==> src/rtl/stack_cpu_controller_if.sv <==
// Control bus between the stack CPU controller and its datapath.
// The controller takes the master modport; the datapath takes the slave modport.
interface stack_cpu_controller_if #(
  parameter int unsigned OP_W = 3
);
  logic [OP_W-1:0] op;
  logic            Zero;
  logic            MemWrite;
  logic            AdrSrc;
  logic            PCWrite;
  logic            IRWrite;
  logic            AWriteEnable;
  logic            BWriteEnable;
  logic [1:0]      ALUSrcA;
  logic [1:0]      ALUSrcB;
  logic [1:0]      ResultSrc;
  logic [1:0]      ALUControl;
  logic            push;
  logic            pop;
  logic            tos;
  logic            A_or_B_stack_out_sel;
  logic            instr_retire;

  modport master (
    input  op, Zero,
    output MemWrite, AdrSrc, PCWrite, IRWrite, AWriteEnable, BWriteEnable,
           ALUSrcA, ALUSrcB, ResultSrc, ALUControl, push, pop, tos,
           A_or_B_stack_out_sel, instr_retire
  );

  modport slave (
    output op, Zero,
    input  MemWrite, AdrSrc, PCWrite, IRWrite, AWriteEnable, BWriteEnable,
           ALUSrcA, ALUSrcB, ResultSrc, ALUControl, push, pop, tos,
           A_or_B_stack_out_sel, instr_retire
  );
endinterface

==> src/rtl/stack_cpu_controller.sv <==
// Multicycle control FSM for the 8-bit stack CPU.
// Fetches, decodes and executes one instruction per pass; pulses instr_retire
// in the last state of each instruction.
// Optional: define CTRL_PERF_CNT_EN to add the retired_cnt counter output.
module stack_cpu_controller #(
  parameter int unsigned OP_W = 3
`ifdef CTRL_PERF_CNT_EN
  , parameter int unsigned CNT_W = 16
`endif
) (
  input  logic                   clk,
  input  logic                   reset,
  stack_cpu_controller_if.master bus
`ifdef CTRL_PERF_CNT_EN
  , output logic [CNT_W-1:0]     retired_cnt
`endif
);

  localparam logic [3:0] S_IDLE   = 4'd0;
  localparam logic [3:0] S_FETCH  = 4'd1;
  localparam logic [3:0] S_DECODE = 4'd2;
  localparam logic [3:0] S_MEMRD  = 4'd3;
  localparam logic [3:0] S_PUSHWB = 4'd4;
  localparam logic [3:0] S_POPB   = 4'd5;
  localparam logic [3:0] S_MEMWR  = 4'd6;
  localparam logic [3:0] S_POPA   = 4'd7;
  localparam logic [3:0] S_EXEC   = 4'd8;
  localparam logic [3:0] S_ALUWB  = 4'd9;
  localparam logic [3:0] S_JMP    = 4'd10;
  localparam logic [3:0] S_PEEK   = 4'd11;
  localparam logic [3:0] S_JZT    = 4'd12;

  localparam logic [OP_W-1:0] OP_PUSH = OP_W'(0);
  localparam logic [OP_W-1:0] OP_POP  = OP_W'(1);
  localparam logic [OP_W-1:0] OP_ADD  = OP_W'(2);
  localparam logic [OP_W-1:0] OP_SUB  = OP_W'(3);
  localparam logic [OP_W-1:0] OP_AND  = OP_W'(4);
  localparam logic [OP_W-1:0] OP_NOT  = OP_W'(5);
  localparam logic [OP_W-1:0] OP_JMP  = OP_W'(6);
  localparam logic [OP_W-1:0] OP_JZ   = OP_W'(7);

  logic [3:0]      state;
  logic [3:0]      next_state;
  logic [OP_W-1:0] opc;

  assign opc = bus.op;

  // State register; reset abandons any instruction in flight.
  always_ff @(posedge clk or negedge reset) begin
    if (!reset) state <= S_IDLE;
    else        state <= next_state;
  end

  // Next-state and Moore output decode; only PCWrite in JZT looks at Zero.
  always_comb begin
    next_state               = S_FETCH;
    bus.MemWrite             = 1'b0;
    bus.AdrSrc               = 1'b0;
    bus.PCWrite              = 1'b0;
    bus.IRWrite              = 1'b0;
    bus.AWriteEnable         = 1'b0;
    bus.BWriteEnable         = 1'b0;
    bus.ALUSrcA              = 2'b00;
    bus.ALUSrcB              = 2'b00;
    bus.ResultSrc            = 2'b00;
    bus.ALUControl           = 2'b00;
    bus.push                 = 1'b0;
    bus.pop                  = 1'b0;
    bus.tos                  = 1'b0;
    bus.A_or_B_stack_out_sel = 1'b0;
    bus.instr_retire         = 1'b0;

    case (state)
      S_IDLE: next_state = S_FETCH;
      S_FETCH: begin
        bus.IRWrite   = 1'b1;
        bus.ALUSrcB   = 2'b10;
        bus.ResultSrc = 2'b10;
        bus.PCWrite   = 1'b1;
        next_state    = S_DECODE;
      end
      S_DECODE: begin
        case (opc)
          OP_PUSH:                        next_state = S_MEMRD;
          OP_POP, OP_ADD, OP_SUB, OP_AND: next_state = S_POPB;
          OP_NOT:                         next_state = S_POPA;
          OP_JMP:                         next_state = S_JMP;
          OP_JZ:                          next_state = S_PEEK;
          default:                        next_state = S_FETCH;
        endcase
      end
      S_MEMRD: begin
        bus.AdrSrc    = 1'b1;
        bus.ResultSrc = 2'b11;
        next_state    = S_PUSHWB;
      end
      S_PUSHWB: begin
        bus.ResultSrc    = 2'b01;
        bus.push         = 1'b1;
        bus.instr_retire = 1'b1;
      end
      S_POPB: begin
        bus.pop                  = 1'b1;
        bus.A_or_B_stack_out_sel = 1'b1;
        bus.BWriteEnable         = 1'b1;
        next_state               = (opc == OP_POP) ? S_MEMWR : S_POPA;
      end
      S_MEMWR: begin
        bus.AdrSrc       = 1'b1;
        bus.ResultSrc    = 2'b11;
        bus.MemWrite     = 1'b1;
        bus.instr_retire = 1'b1;
      end
      S_POPA: begin
        bus.pop          = 1'b1;
        bus.AWriteEnable = 1'b1;
        next_state       = S_EXEC;
      end
      S_EXEC: begin
        bus.ALUSrcA = 2'b10;
        case (opc)
          OP_SUB: bus.ALUControl = 2'b01;
          OP_AND: bus.ALUControl = 2'b10;
          OP_NOT: begin
            bus.ALUControl = 2'b11;
            bus.ALUSrcB    = 2'b11;
          end
          default: bus.ALUControl = 2'b00;
        endcase
        next_state = S_ALUWB;
      end
      S_ALUWB: begin
        bus.push         = 1'b1;
        bus.instr_retire = 1'b1;
      end
      S_JMP: begin
        bus.ResultSrc    = 2'b11;
        bus.PCWrite      = 1'b1;
        bus.instr_retire = 1'b1;
      end
      S_PEEK: begin
        bus.tos          = 1'b1;
        bus.AWriteEnable = 1'b1;
        next_state       = S_JZT;
      end
      S_JZT: begin
        bus.ALUSrcA      = 2'b10;
        bus.ALUSrcB      = 2'b11;
        bus.ResultSrc    = 2'b11;
        bus.PCWrite      = bus.Zero;
        bus.instr_retire = 1'b1;
      end
      default: next_state = S_FETCH;
    endcase
  end

`ifdef CTRL_PERF_CNT_EN
  logic [CNT_W-1:0] retired_q;

  // Retired-instruction counter, wraps naturally at all-ones.
  always_ff @(posedge clk or negedge reset) begin
    if (!reset)                retired_q <= '0;
    else if (bus.instr_retire) retired_q <= retired_q + CNT_W'(1);
  end

  assign retired_cnt = retired_q;
`endif

endmodule

==> src/flat_wrapper.sv <==
// flat-port wrapper written by rule: the top's interface ports become plain ports
module stack_cpu_controller_flat 
#(
  parameter int unsigned OP_W = 3

)
  (clk, reset, bus_op, bus_Zero, bus_MemWrite, bus_AdrSrc, bus_PCWrite, bus_IRWrite, bus_AWriteEnable, bus_BWriteEnable, bus_ALUSrcA, bus_ALUSrcB, bus_ResultSrc, bus_ALUControl, bus_push, bus_pop, bus_tos, bus_A_or_B_stack_out_sel, bus_instr_retire);
  stack_cpu_controller_if #(.OP_W(OP_W)) bus_i ();
  input  logic clk;
  input  logic reset;
  input wire logic [$bits(bus_i.op)-1:0] bus_op;
  input wire logic [$bits(bus_i.Zero)-1:0] bus_Zero;
  output wire logic [$bits(bus_i.MemWrite)-1:0] bus_MemWrite;
  output wire logic [$bits(bus_i.AdrSrc)-1:0] bus_AdrSrc;
  output wire logic [$bits(bus_i.PCWrite)-1:0] bus_PCWrite;
  output wire logic [$bits(bus_i.IRWrite)-1:0] bus_IRWrite;
  output wire logic [$bits(bus_i.AWriteEnable)-1:0] bus_AWriteEnable;
  output wire logic [$bits(bus_i.BWriteEnable)-1:0] bus_BWriteEnable;
  output wire logic [$bits(bus_i.ALUSrcA)-1:0] bus_ALUSrcA;
  output wire logic [$bits(bus_i.ALUSrcB)-1:0] bus_ALUSrcB;
  output wire logic [$bits(bus_i.ResultSrc)-1:0] bus_ResultSrc;
  output wire logic [$bits(bus_i.ALUControl)-1:0] bus_ALUControl;
  output wire logic [$bits(bus_i.push)-1:0] bus_push;
  output wire logic [$bits(bus_i.pop)-1:0] bus_pop;
  output wire logic [$bits(bus_i.tos)-1:0] bus_tos;
  output wire logic [$bits(bus_i.A_or_B_stack_out_sel)-1:0] bus_A_or_B_stack_out_sel;
  output wire logic [$bits(bus_i.instr_retire)-1:0] bus_instr_retire;
  assign bus_i.op = bus_op;
  assign bus_i.Zero = bus_Zero;
  assign bus_MemWrite = bus_i.MemWrite;
  assign bus_AdrSrc = bus_i.AdrSrc;
  assign bus_PCWrite = bus_i.PCWrite;
  assign bus_IRWrite = bus_i.IRWrite;
  assign bus_AWriteEnable = bus_i.AWriteEnable;
  assign bus_BWriteEnable = bus_i.BWriteEnable;
  assign bus_ALUSrcA = bus_i.ALUSrcA;
  assign bus_ALUSrcB = bus_i.ALUSrcB;
  assign bus_ResultSrc = bus_i.ResultSrc;
  assign bus_ALUControl = bus_i.ALUControl;
  assign bus_push = bus_i.push;
  assign bus_pop = bus_i.pop;
  assign bus_tos = bus_i.tos;
  assign bus_A_or_B_stack_out_sel = bus_i.A_or_B_stack_out_sel;
  assign bus_instr_retire = bus_i.instr_retire;
  stack_cpu_controller #(.OP_W(OP_W)) u_core (.clk(clk), .reset(reset), .bus(bus_i));
endmodule
==> config.mk <==
export PLATFORM = sky130hd
export DESIGN_NAME = stack_cpu_controller_flat
export DESIGN_NICKNAME = d
export VERILOG_FILES = /design/src/rtl/stack_cpu_controller_if.sv /design/src/rtl/stack_cpu_controller.sv /design/src/flat_wrapper.sv
export SDC_FILE = /design/constraint.sdc
export NUM_CORES = 1
export LEC_CHECK = 0
export CAP_MARGIN = 5
export CORE_UTILIZATION = 40
export CTS_BUF_LIST = sky130_fd_sc_hd__clkbuf_4 sky130_fd_sc_hd__clkbuf_8 sky130_fd_sc_hd__clkbuf_16
export CTS_CLUSTER_SIZE = 25
export DETAILED_ROUTE_END_ITERATION = 12
export MAX_ROUTING_LAYER = met4
export PLACE_DENSITY = 0.73
export SYNTH_ARGS = -nofsm -noshare
export SYNTH_HDL_FRONTEND = slang
export SYNTH_SLANG_ARGS = --single-unit
export TNS_END_PERCENT = 1
==> constraint.sdc <==
create_clock -name clk -period 1.4 [get_ports clk]
set_input_delay 0.35 -clock clk [delete_from_list [all_inputs] [get_ports clk]]
set_output_delay 0.35 -clock clk [all_outputs]
set_load 0.02 [all_outputs]
==> results.rst <==
.. list-table::
   :header-rows: 1

   * - Metric
     - Value
   * - Setup repair after global routing missed its margin
     - true
   * - Register bit count reported by yosys
     - 4
   * - Average routed wire per standard cell
     - approximately 13 µm
   * - Regs by FF count
     - u_core.state x4
   * - Top-Level Pins
     - 25
   * - Root buf cell
     - sky130_fd_sc_hd__clkbuf_4
   * - Largest fanout on the critical path
     - 7
   * - Register-to-register setup slack
     - -0.02 ns
   * - Achievable Freq
     - approximately 570 MHz
   * - Number of standard cells after synthesis
     - slightly below 80
   * - Area enclosed by the die boundary
     - about 1600 µm²
   * - Static leakage
     - approximately 0.51 nW
   * - Combined global-route utilization of all metal layers
     - between 20% and 30%
   * - Ys flop type
     - sky130_fd_sc_hd__dfrtp_1
   * - Fraction of synthesis flops using an asynchronous set or reset pin
     - 100.0%
   * - DRC viols
     - 0
   * - Final count of hold timing violations
     - 0
   * - Synthesis-to-finish area growth
     - 79.25%
   * - Total area of multi-input combinational cells
     - ~480 µm²
   * - Area taken by flip-flops and latches
     - a little over 100 µm²
   * - Net count after synthesis
     - 83
   * - Data required time at the worst endpoint
     - 1.05 ns
   * - Final min period
     - about 1.8 ns
   * - Layout cells sized above 1
     - 60.50%
   * - Synthesized area per cell
     - ~7.4 µm²
   * - YS warnings
     - 0
   * - Share of the clock period used by the worst path after layout
     - 126.0%
   * - Number of antenna violations at the first check in global routing
     - 0
   * - Crit path capture type
     - output pin
   * - Critical Setup Path Class
     - flip-flop to output pin
   * - Cell types with the largest area share after synthesis
     - sky130_fd_sc_hd__dfrtp_1 (18%), sky130_fd_sc_hd__buf_4 (5.3%), sky130_fd_sc_hd__nand2_1 (5.3%)
   * - Type of the most critical hold path
     - input port to async pin
   * - Count of flip-flops with a built-in enable after synthesis
     - 0
   * - DRC marker count from the first detailed-route iteration
     - 15
   * - Max Clock Skew
     - ~0.0039 ns
   * - Least setup slack across all paths after layout
     - -0.3638 ns
   * - Failing checks
     - setup timing
   * - Number of buffers inserted by hold repair at cts
     - 0
   * - Number of distinct standard cells referenced by the synthesized netlist
     - 36
   * - Total half-perimeter wirelength after legalization and detailed placement
     - roughly 1.3 mm
   * - Vertical extent of the die
     - around 40 µm
   * - Largest register FFs
     - 4
   * - Die width
     - around 40 µm
   * - Filler cell count in the final layout
     - 104
   * - Worst-case reg-to-reg path depth
     - 5
   * - Cell area after technology mapping
     - ~570 µm²
   * - Number of search-and-repair iterations in the first detailed-routing pass
     - 4
   * - Max-cap violations
     - 0
   * - Critical R2R Capture
     - u_core.state[3]$_DFF_PN0_
   * - Number of port buffers
     - 23
   * - Pins Over Slew Limit
     - 0
   * - Via Count
     - 699
   * - Nets
     - 127
   * - Count of antenna-violating nets left after detailed routing
     - 0
   * - Cell Pwr Density
     - between 2000 and 2500 nW/µm²
   * - Number of diodes
     - 0
   * - # rows
     - 13
   * - Total Routed Length
     - 1.772 mm
   * - Register with the highest flop count
     - u_core.state
   * - Initial Utilization
     - approximately 43%
   * - Number of global-route vias before repair
     - roughly 590
   * - Tightest hold margin
     - 0.3149 ns
   * - Setup tns final
     - -4.871 ns
   * - Clock tree from TritonCTS
     - yes
   * - Most area-hungry cell type in the Yosys netlist
     - sky130_fd_sc_hd__dfrtp_1
   * - Result of the run
     - finished, violations left
   * - Global-route wire length before repair
     - 2.704 mm
   * - Part of the Yosys area used for sequential elements
     - around 18%
   * - Post-route non-filler standard cell count
     - between 100 and 150
   * - Peak supply drop
     - roughly 1.2 mV
   * - Clock Path Buffers
     - 2
   * - Leading post-synthesis cells by instance count
     - sky130_fd_sc_hd__nand2_1 (8), sky130_fd_sc_hd__nor2_1 (8), sky130_fd_sc_hd__buf_4 (4), sky130_fd_sc_hd__dfrtp_1 (4), sky130_fd_sc_hd__nand2b_1 (4)
   * - Total setup violations reported at the end of the flow
     - 19
   * - Core Region
     - ~1300 µm²
   * - Overflow after GRT
     - 0
   * - Clock sink count
     - 4
   * - Top cell type's share of synthesized area
     - 17.66%
   * - Via density per instance
     - ~5.2
   * - Source-to-sink clock delay at the later pin of the worst-skew pair
     - roughly 0.24 ns
   * - Final core utilization
     - between 70 and 80%
   * - Cells after DPL
     - 130
   * - Kind of launch point of the worst setup path
     - flip-flop
   * - Number of levels in the clock H-tree
     - 1
   * - Reg-to-reg critical path startpoint
     - u_core.state[2]$_DFF_PN0_
   * - Final weighted congestion of routability-driven global placement
     - 0.8423
   * - Signal arrival time at the worst endpoint
     - roughly 1.4 ns
   * - Maximum number of pins on one net before global-route repair
     - 8
   * - Number of buffers inserted during clock tree synthesis
     - 3
   * - Minimum setup slack after placement
     - -0.8465 ns
   * - Clock transition at path regs
     - ~0.040 ns
==> how the worst max path moves through the flow <==
stage / cells after the start / start / endpoint / slack [ns]
after floorplan: 3 / u_core.state[0]$_DFF_PN0_ / bus_ALUSrcB[1] / -0.14
after global placement: 5 / bus_op[2] / bus_ALUSrcB[1] / -0.82
after detailed placement: 5 / bus_op[2] / bus_ALUSrcB[1] / -0.85
after CTS: 5 / u_core.state[3]$_DFF_PN0_ / bus_instr_retire / -0.36
after global routing: 5 / u_core.state[2]$_DFF_PN0_ / bus_ResultSrc[1] / -0.41
final: 5 / u_core.state[3]$_DFF_PN0_ / bus_instr_retire / -0.36
==> critical path: stages, from the launching register on <==
cell and delay, ns:
sky130_fd_sc_hd__dfrtp_1 0.42, sky130_fd_sc_hd__buf_12 0.16, sky130_fd_sc_hd__and2b_2 0.24, sky130_fd_sc_hd__a21oi_2 0.12
sky130_fd_sc_hd__o22ai_1 0.08, sky130_fd_sc_hd__buf_4 0.16
==> layout by cell type (no fill, tap or decap), types with 2 or more instances in the layout <==
master / netlist / routed
sky130_fd_sc_hd__a21o_1: 2 / 2
sky130_fd_sc_hd__a21oi_2: 0 / 2
sky130_fd_sc_hd__buf_2: 3 / 4
sky130_fd_sc_hd__buf_4: 4 / 36
sky130_fd_sc_hd__buf_6: 2 / 2
sky130_fd_sc_hd__clkbuf_4: 0 / 3
sky130_fd_sc_hd__clkdlybuf4s50_1: 0 / 3
sky130_fd_sc_hd__dfrtp_1: 4 / 3
sky130_fd_sc_hd__dlygate4sd2_1: 0 / 2
sky130_fd_sc_hd__inv_1: 3 / 3
sky130_fd_sc_hd__nand2_1: 8 / 8
sky130_fd_sc_hd__nand2b_4: 1 / 4
sky130_fd_sc_hd__nor2_1: 8 / 3
sky130_fd_sc_hd__nor2_2: 0 / 4
sky130_fd_sc_hd__nor3_2: 0 / 2
sky130_fd_sc_hd__nor3b_2: 0 / 2
sky130_fd_sc_hd__o21ai_1: 0 / 2
sky130_fd_sc_hd__xnor2_1: 2 / 2
sky130_fd_sc_hd__xor2_1: 2 / 2
==> per-layer routing <==
layer / share of wire (%) / global-route usage [%]
met5: 0 / -
met2: 53 / 48.77
met3: 3.5 / 3.409
met1: 44 / 29.15
met4: 0 / 10.34
==> cell families after synthesis <==
kind of cell    after synthesis  synth area share [%]
simple gates                 39                 39.07
flops                         4                 17.66
xor+xnor                      4                 6.182
mux                           1                 1.766
buf+inv                      12                 13.91
compound gates               16                 20.75
other cells                   1                0.6616
==> power by group <==
part | switching [mW] | total, mW | internal (mW)
clock | 0.0561 | 0.153 | 0.0965
sequential | 0.0623 | 0.231 | 0.169
combinational | 0.990 | 1.90 | 0.912
total | 1.11 | 2.29 | 1.18
==> repair_timing <==
item	in CTS	in global routing
setup buffers	2	0
pin swaps	9	0
endpoints found under the hold margin	0	0
gates resized for setup	100	9
endpoints found under the setup margin	22	22
==> final cells by class <==
cell class | instances | area share, %
Clock buffer | 3 | 2.217
Tap cell | 15 | 1.847
Inverter | 3 | 1.108
Timing Repair Buffer | 48 | 37.44
Sequential cell | 4 | 9.975
Multi-Input combinational cell | 61 | 47.41
==> stage by stage <==
stage	area [µm²]	total power, mW
CTS	996.0	2.223
global placement	958.4	1.964
global route	1016	2.427
floorplan	584.3	1.244
detailed placement	958.4	2.000
finish	1016	2.286
(Power assumes the default switching activity.)
